## config.mk

```make
export PLATFORM = sky130hd
export DESIGN_NAME = qsys_block_nios2e_dct_packer
export DESIGN_NICKNAME = d
export VERILOG_FILES = /design/src/rtl/qsys_block_nios2e_dct_pkg.sv /design/src/rtl/qsys_block_nios2e_dct_slot_writer.sv /design/src/rtl/qsys_block_nios2e_dct_packer.sv
export SDC_FILE = /design/constraint.sdc
export NUM_CORES = 1
export LEC_CHECK = 0
export ABC_AREA = 1
export CAP_MARGIN = 20
export CORE_UTILIZATION = 50
export DETAILED_ROUTE_END_ITERATION = 8
export PLACE_DENSITY_LB_ADDON = 0.3
export SETUP_SLACK_MARGIN = 0.05
export SYNTH_ARGS = -nofsm -noshare
export SYNTH_HDL_FRONTEND = slang
export SYNTH_SLANG_ARGS = --single-unit
```

## constraint.sdc

```tcl
create_clock -name clk -period 2.3 [get_ports clk]
set_input_delay 0.575 -clock clk [delete_from_list [all_inputs] [get_ports clk]]
set_output_delay 0.575 -clock clk [all_outputs]
set_load 0.01 [all_outputs]
```

## src/rtl/qsys_block_nios2e_dct_pkg.sv

```systemverilog
// Shared definitions for the DCT trace packer: FSM states, default geometry, slot addressing.
// Frame geometry defaults: 15 slots of 2-bit codes packed LSB-first into a 30-bit payload.
package qsys_block_nios2e_dct_pkg;

    localparam int CODE_W = 2;
    localparam int SLOTS  = 15;
    localparam int BUF_W  = CODE_W * SLOTS;
    localparam int CNT_W  = 4;

    typedef enum logic [1:0] {
        FILL  = 2'd0,
        HOLD  = 2'd1,
        ENDED = 2'd2
    } dct_state_t;

    // Lowest bit of slot i within the packed payload.
    function automatic int slot_lo(input int i);
        return CODE_W * i;
    endfunction

endpackage

```

## src/rtl/qsys_block_nios2e_dct_slot_writer.sv

```systemverilog
// Frame buffer plus slot count: writes a code into slot[count] and bumps count, or clears both.
// Single-cycle update; no backpressure of its own, the owning FSM gates wr/clr.
module qsys_block_nios2e_dct_slot_writer
    import qsys_block_nios2e_dct_pkg::*;
#(
    parameter int CODE_W = qsys_block_nios2e_dct_pkg::CODE_W,
    parameter int SLOTS  = qsys_block_nios2e_dct_pkg::SLOTS,
    parameter int BUF_W  = qsys_block_nios2e_dct_pkg::BUF_W,
    parameter int CNT_W  = qsys_block_nios2e_dct_pkg::CNT_W
) (
    input  logic              clk,
    input  logic              reset,
    input  logic              wr,
    input  logic [CODE_W-1:0] wr_data,
    input  logic              clr,
    output logic [BUF_W-1:0]  buffer,
    output logic [CNT_W-1:0]  count
);

    // slot_lo() is bound to the package code width, so the two must agree.
    if (CODE_W != qsys_block_nios2e_dct_pkg::CODE_W) begin : g_code_w_check
        $error("slot writer CODE_W must match package CODE_W");
    end

    logic [BUF_W-1:0] buffer_next;

    always_comb begin
        buffer_next = buffer;
        for (int i = 0; i < SLOTS; i++) begin
            if (count == CNT_W'(i)) begin
                buffer_next[slot_lo(i) +: CODE_W] = wr_data;
            end
        end
    end

    always_ff @(posedge clk) begin
        if (reset) begin
            buffer <= '0;
            count  <= '0;
        end else if (clr) begin
            buffer <= '0;
            count  <= '0;
        end else if (wr) begin
            buffer <= buffer_next;
            count  <= count + CNT_W'(1);
        end
    end

endmodule

```

## src/rtl/qsys_block_nios2e_dct_packer.sv

```systemverilog
// Packs 2-bit trace codes into 15-slot frames and sequences the end-of-test flush/drain.
// Frame valid one cycle after the filling accept; code_ready drops while a frame is held or after flush.
module qsys_block_nios2e_dct_packer
    import qsys_block_nios2e_dct_pkg::*;
#(
    parameter int CODE_W = qsys_block_nios2e_dct_pkg::CODE_W,
    parameter int SLOTS  = qsys_block_nios2e_dct_pkg::SLOTS,
    parameter int BUF_W  = qsys_block_nios2e_dct_pkg::BUF_W,
    parameter int CNT_W  = qsys_block_nios2e_dct_pkg::CNT_W,
    parameter int FCNT_W = 16
) (
    input  logic              clk,
    input  logic              reset,
    input  logic              code_valid,
    input  logic [CODE_W-1:0] code_data,
    output logic              code_ready,
    input  logic              flush_req,
    output logic              frame_valid,
    input  logic              frame_ready,
    output logic [BUF_W-1:0]  dct_buffer,
    output logic [CNT_W-1:0]  dct_count,
    output logic              test_ending,
    output logic              test_has_ended,
    output logic [FCNT_W-1:0] frames_sent
);

    if (BUF_W != CODE_W * SLOTS) begin : g_buf_w_check
        $error("BUF_W must equal CODE_W*SLOTS");
    end
    if ((2 ** CNT_W) <= SLOTS) begin : g_cnt_w_check
        $error("CNT_W too narrow for SLOTS");
    end

    dct_state_t       state, state_next;
    logic             flush_latched;
    logic             accept, handshake, clr, set_flush;
    logic [CNT_W-1:0] count_after;

    always_comb begin
        state_next  = state;
        code_ready  = (state == FILL) && !flush_latched;
        accept      = code_valid && code_ready;
        handshake   = frame_valid && frame_ready;
        clr         = 1'b0;
        set_flush   = 1'b0;
        count_after = dct_count + CNT_W'(accept);
        case (state)
            FILL: begin
                // A same-cycle code is already folded into count_after, so it joins the flushed frame.
                if (flush_req) begin
                    set_flush  = 1'b1;
                    state_next = (count_after != '0) ? HOLD : ENDED;
                end else if (count_after == CNT_W'(SLOTS)) begin
                    state_next = HOLD;
                end
            end
            HOLD: begin
                set_flush = flush_req;
                if (handshake) begin
                    clr        = 1'b1;
                    state_next = (flush_latched || flush_req) ? ENDED : FILL;
                end
            end
            ENDED:   state_next = ENDED;
            default: state_next = FILL;
        endcase
    end

    always_ff @(posedge clk) begin
        if (reset) begin
            state          <= FILL;
            flush_latched  <= 1'b0;
            frame_valid    <= 1'b0;
            test_ending    <= 1'b0;
            test_has_ended <= 1'b0;
            frames_sent    <= '0;
        end else begin
            state       <= state_next;
            frame_valid <= (state_next == HOLD);
            if (set_flush) begin
                flush_latched <= 1'b1;
            end
            // test_ending hands over to test_has_ended on the first ENDED cycle, never overlapping.
            if (state == ENDED) begin
                test_ending    <= 1'b0;
                test_has_ended <= 1'b1;
            end else if (set_flush) begin
                test_ending <= 1'b1;
            end
            if (handshake && (frames_sent != '1)) begin
                frames_sent <= frames_sent + FCNT_W'(1);
            end
        end
    end

    qsys_block_nios2e_dct_slot_writer #(
        .CODE_W (CODE_W),
        .SLOTS  (SLOTS),
        .BUF_W  (BUF_W),
        .CNT_W  (CNT_W)
    ) u_slot_writer (
        .clk     (clk),
        .reset   (reset),
        .wr      (accept),
        .wr_data (code_data),
        .clr     (clr),
        .buffer  (dct_buffer),
        .count   (dct_count)
    );

endmodule
```

* Yosys cells after proc, flatten, opt, wreduce, memory -nomap -nowiden *
Index checks and enable logic that the tools add are counted.

storage, ports and cells
  flip-flop bits (word level) = 56

operators by class
  $add $sub $neg = 3
  equality and inequality tests = 19
  muxes and demuxes = 10
  reductions and logical operators = 26

operator list
  operator                                                               number
  4-bit equality test, second input constant                             8
  2-bit AND reduction                                                    15
  16-bit by 1-bit adder with 16-bit output, second input constant        1
  4-bit by 3-bit equality test with 1-bit output, second input constant  4
  16-bit != test, second input constant                                  1
  2-bit 2-to-1 mux                                                       5
  4-bit by 2-bit equality test with 1-bit output, second input constant  2
  2-bit case mux with 3 select lines                                     1
  4-bit by 1-bit adder with 4-bit output                                 1
  4-bit by 1-bit adder with 4-bit output, second input constant          1
  2-bit by 1-bit equality test with 1-bit output, second input constant  2
  4-bit by 1-bit equality test with 1-bit output, second input constant  1
  1-bit logical AND                                                      4
  4-bit zero test                                                        1
  4-bit nonzero test                                                     1
  2-bit OR reduction                                                     2
  1-bit 2-to-1 mux                                                       3
  2-bit equality test, second input constant                             1
  2-bit zero test                                                        1
  1-bit case mux with 2 select lines                                     1
  1-bit zero test                                                        1
  1-bit logical OR                                                       1

* Longest topological paths before layout *
  depth in word-level cells = 9
  mapped depth = 13
  depth with buffers taken out = 13

* By module *
Synthesis repeated with hierarchy kept, for this count alone.

unflattened totals
  cells, all modules = 404
  area, all modules = 2702.6 µm²

modules (own cells, without submodules)
  module                             times used  cells an instance  area each (µm²)  sequential area each (µm²)
  qsys_block_nios2e_dct_slot_writer  1           215                1455.1           680.7
  qsys_block_nios2e_dct_packer       1           189                1247.4           440.4

* Least setup slack after synthesis *
OpenSTA, ideal clock, no wires.

  kind = input -> register
  start point = input port code_valid
  end point = register frame_valid
  library setup time = 0.133 ns
  data arrival time = 1.758 ns
  setup slack = 0.408 ns
  cell stages on the path = 10
  path buffers = 0
  cell sequence = nand2_2 > inv_2 > ha_1 > ha_1 > nor3_1 > nand2_1 > nor2_1 > nor2_1 > nand2_1 > a21oi_1

on the way
  word-level cells in the longest chain between the ends = 7

RTL lines
  what                                                       RTL line                                                                source
  from (decl)                                                qsys_block_nios2e_dct_packer.sv:14                                      input logic code_valid,
  1-bit logical AND *                                        qsys_block_nios2e_dct_packer.sv:42                                      accept = code_valid && code_ready;
  named net accept                                           qsys_block_nios2e_dct_packer.sv:36                                      logic accept, handshake, clr, set_flush;
  4-bit by 1-bit adder with 4-bit output *                   qsys_block_nios2e_dct_packer.sv:46                                      count_after = dct_count + CNT_W'(accept);
  4-bit equality test or 4-bit nonzero test (tied branches)  qsys_block_nios2e_dct_packer.sv:53, qsys_block_nios2e_dct_packer.sv:52
  2-bit 2-to-1 mux, on equally long branches                 qsys_block_nios2e_dct_packer.sv:53, qsys_block_nios2e_dct_packer.sv:52
  2-bit 2-to-1 mux *                                         qsys_block_nios2e_dct_packer.sv:50                                      if (flush_req) begin
  2-bit case mux with 3 select lines *                       qsys_block_nios2e_dct_packer.sv:47                                      case (state)
  2-bit by 1-bit equality test with 1-bit output *           qsys_block_nios2e_dct_packer.sv:79                                      frame_valid <= (state_next == HOLD);
  to (signal assigned)                                       qsys_block_nios2e_dct_packer.sv:79
  to (decl)                                                  qsys_block_nios2e_dct_packer.sv:18                                      output logic frame_valid,

Mark *: on every way through the listed nets, which the timed path passes. The rest lies on a longest branch.
A chain may end at the register's enable or synchronous reset.

* Worst setup path in the final report *
  start point = register state[1]
  end point = output port code_ready

on the way
  word-level cells in the longest chain between the ends = 2

RTL lines
  what                    RTL line                            source
  from (decl)             qsys_block_nios2e_dct_packer.sv:34  dct_state_t state, state_next;
  from (signal assigned)  qsys_block_nios2e_dct_packer.sv:78  state <= state_next;
  2-bit zero test         qsys_block_nios2e_dct_packer.sv:41  code_ready = (state == FILL) && !flush_latched;
  1-bit logical AND       qsys_block_nios2e_dct_packer.sv:41
  to (decl)               qsys_block_nios2e_dct_packer.sv:16  output logic code_ready,

No other way between the ends.

==> results.cfg <==
[outcome]
status = complete, no violations

[placement]
portBuffers = 60
place_ws_ns = -0.0233
dpl_cell_area_um2 = 3370
dp_hpwl_um = 4470
dpl.cell_count = 520
place.gp.congestion = 0.852

[global_route]
grt_pass1_wl_um = 9980
antenna_found_initial = 0
track_usage_pct = 22.6
grt_max_degree = 35
grt_pass1_vias = 2320
grt.overflow.total = 0

[clock_tree]
ctsRootBufferMaster = clkbuf_8
clockBufferDepth = 2
htreeDepth = 2
postCtsSetupBuffers = 0
cts_tree = done
clock-sinks = 56
cts_hold_buffers = 0
clkLatencyLatePin_ns = 0.31
cts_made_buffers = 5
clk_pin_slew_worst_paths_ns = 0.10
cts_resized = 0

[finish]
regArea_um2 = 1120
multiInputGateArea_um2 = 1360
fin_cells = 528
num_antenna_cells = 0
drive_above_1_share_pct = 8.30
final_common_cell = nor2_1
n_fill_cell = 476
final_core_util_pct = 67.9
nNetsFinal = 471
syn_to_final_growth_pct = 29.6
mostFrequentLayoutCells = 94 x nor2_1, 88 x nand2_1, 60 x clkdlybuf4s50_1, 56 x dfxtp_1, 33 x inv_1
final_area_um2 = 3490

[yosys]
synth_area_um2 = 2690
avgSynthCellArea_um2 = 6.82
synthDistinctLibCells = 27
ys_seq_elements = 56
synthCells = 395
yosysSeqAreaShare_pct = 41.6
syn_nets = 409
yosysWarnings = 0

[setup_path]
cp-end-kind = primary output
crit_chain = inv_2, nand2_1, nor2_2, clkdlybuf4s50_1
crit_buf_inv = 2
start_kind = flip-flop
crit_arrival_ns = 1.48
cpPeakStageDelay_ns = 0.55
cp_max_fo = 3
crit_slowest_cell = clkdlybuf4s50_1
required_ns = 1.73
critical_path.top_delay_family = buffers and inverters
criticalPathCategory = reg2out

[route]
wire_per_inst_um = 11.3
drt_wl_total_um = 5980
drtIter0Drc = 114
detail-route-antenna-nets = 0
num_vias = 2566
first_pass_iters = 4
post-route-drc-count = 0
post_drt_via_cell_ratio = 4.86

[power_and_ir_drop]
pwr_density_cell_nw_per_um2 = 619
irDropWorstVdd_mv = 0.395
total_power_mw = 2.16
leakage_nw = 1.36

[timing]
whs_ns = 0.488
worst_slew_pin_slew_ns = 0.519
setup_ws_ns = 0.241
maxSlewViolCount = 0
period_share_pct = 89.5
setup_violations = 0
clock.fmax_mhz = 486
skew_ns = 0.00657
finalCriticalPeriod_ns = 2.06
rsz0062_at_grt = false
setup_tns_ns = 0
slew_headroom_pct = 65.3
hold_viol = 0

[floorplan]
ioPinCount = 61
start_util_pct = 52.4
core_um2 = 5140
die_h_um = 75.4
die_area_um2 = 5690
rows = 26
die_w_um = 75.4

[min_path]
hp-class = reg2reg

[flow_run]
maxCapViolations = 0
## flip-flops by register name, indices dropped and copies added (netlist names)
name                  cells
state                     2
flush_latched             1
test_ending               1
u_slot_writer.count       4
u_slot_writer.buffer     30
test_has_ended            1
frame_valid               1
frames_sent              16
## synthesized netlist by cell type (all sizes together)
| master | count | area share, % |
|---|---|---|
| a21boi | 2 | 0.98 |
| clkinv | 7 | 0.98 |
| xor2 | 2 | 0.65 |
| nor3 | 2 | 0.37 |
| xnor2 | 6 | 2.0 |
| nand2 | 91 | 13 |
| clkbuf | 6 | 0.84 |
| nand4 | 4 | 0.93 |
| nor2 | 101 | 15 |
| dfxtp | 56 | 42 |
| buf | 4 | 0.98 |
| a21oi | 18 | 4.5 |
| nand3 | 12 | 2.4 |
| ha | 7 | 3.3 |
| a211oi | 1 | 0.28 |
| o211ai | 1 | 0.28 |
| inv | 37 | 5.2 |
| o21ai | 38 | 7.2 |
## final cells by class
type | instances | share of cell area, %
multi-input combinational | 285 | 38.9
clock buffer | 6 | 2.36
sequential | 56 | 32.1
inverter | 44 | 4.73
timing repair buffer | 65 | 18.3
tap | 70 | 2.51
clock inverter | 2 | 1.11
## cells by family (layout without fill, tap and decap cells)
| group | count (synthesis) | in the layout | synth area share (%) |
|---|---|---|---|
| simple gates | 210 | 210 | 31.4 |
| xor+xnor | 8 | 8 | 2.60 |
| flops | 56 | 56 | 41.6 |
| buf+inv | 54 | 117 | 7.94 |
| fa+ha+maj | 7 | 7 | 3.25 |
| compound gates | 60 | 60 | 13.2 |
## final timing paths
| path | start | end | slack [ns] | depth (start not counted) |
|---|---|---|---|---|
| hold / removal | u_slot_writer.buffer[13] | u_slot_writer.buffer[13] | 0.49 | 2 |
| setup / recovery | state[1] | code_ready | 0.24 | 4 |
| setup reg to reg | state[1] | state[1] | 0.43 | 12 |
| hold reg to reg | u_slot_writer.buffer[13] | u_slot_writer.buffer[13] | 0.49 | 2 |
## report_power, final
| group | internal [mW] | switching [mW] | leakage [nW] | total, mW |
|---|---|---|---|---|
| clock | 0.357 | 0.332 | 0.0614 | 0.689 |
| sequential | 1.02 | 0.0467 | 0.453 | 1.07 |
| combinational | 0.176 | 0.233 | 0.849 | 0.409 |
| total | 1.55 | 0.611 | 1.36 | 2.16 |
## routing by layer
| layer | share of wire (%) | global-route usage [%] |
|---|---|---|
| met2 | 47 | 40.1 |
| met3 | 4.2 | 4.10 |
| met5 | 0 | 0 |
| met4 | 0.95 | 6.58 |
| met1 | 48 | 27.9 |
## worst reg2reg max path: cells and delay by family, from the launching register on
kind                     cells  cell delay (ns)
AND/OR/NAND/NOR              7             0.61
adder cells (fa/ha/maj)      2             0.50
flip-flops                   1             0.40
AO/OA/AOI/OAI                1             0.18
buffers and inverters        2             0.10
Note: power is estimated with default switching activity, not from simulation.
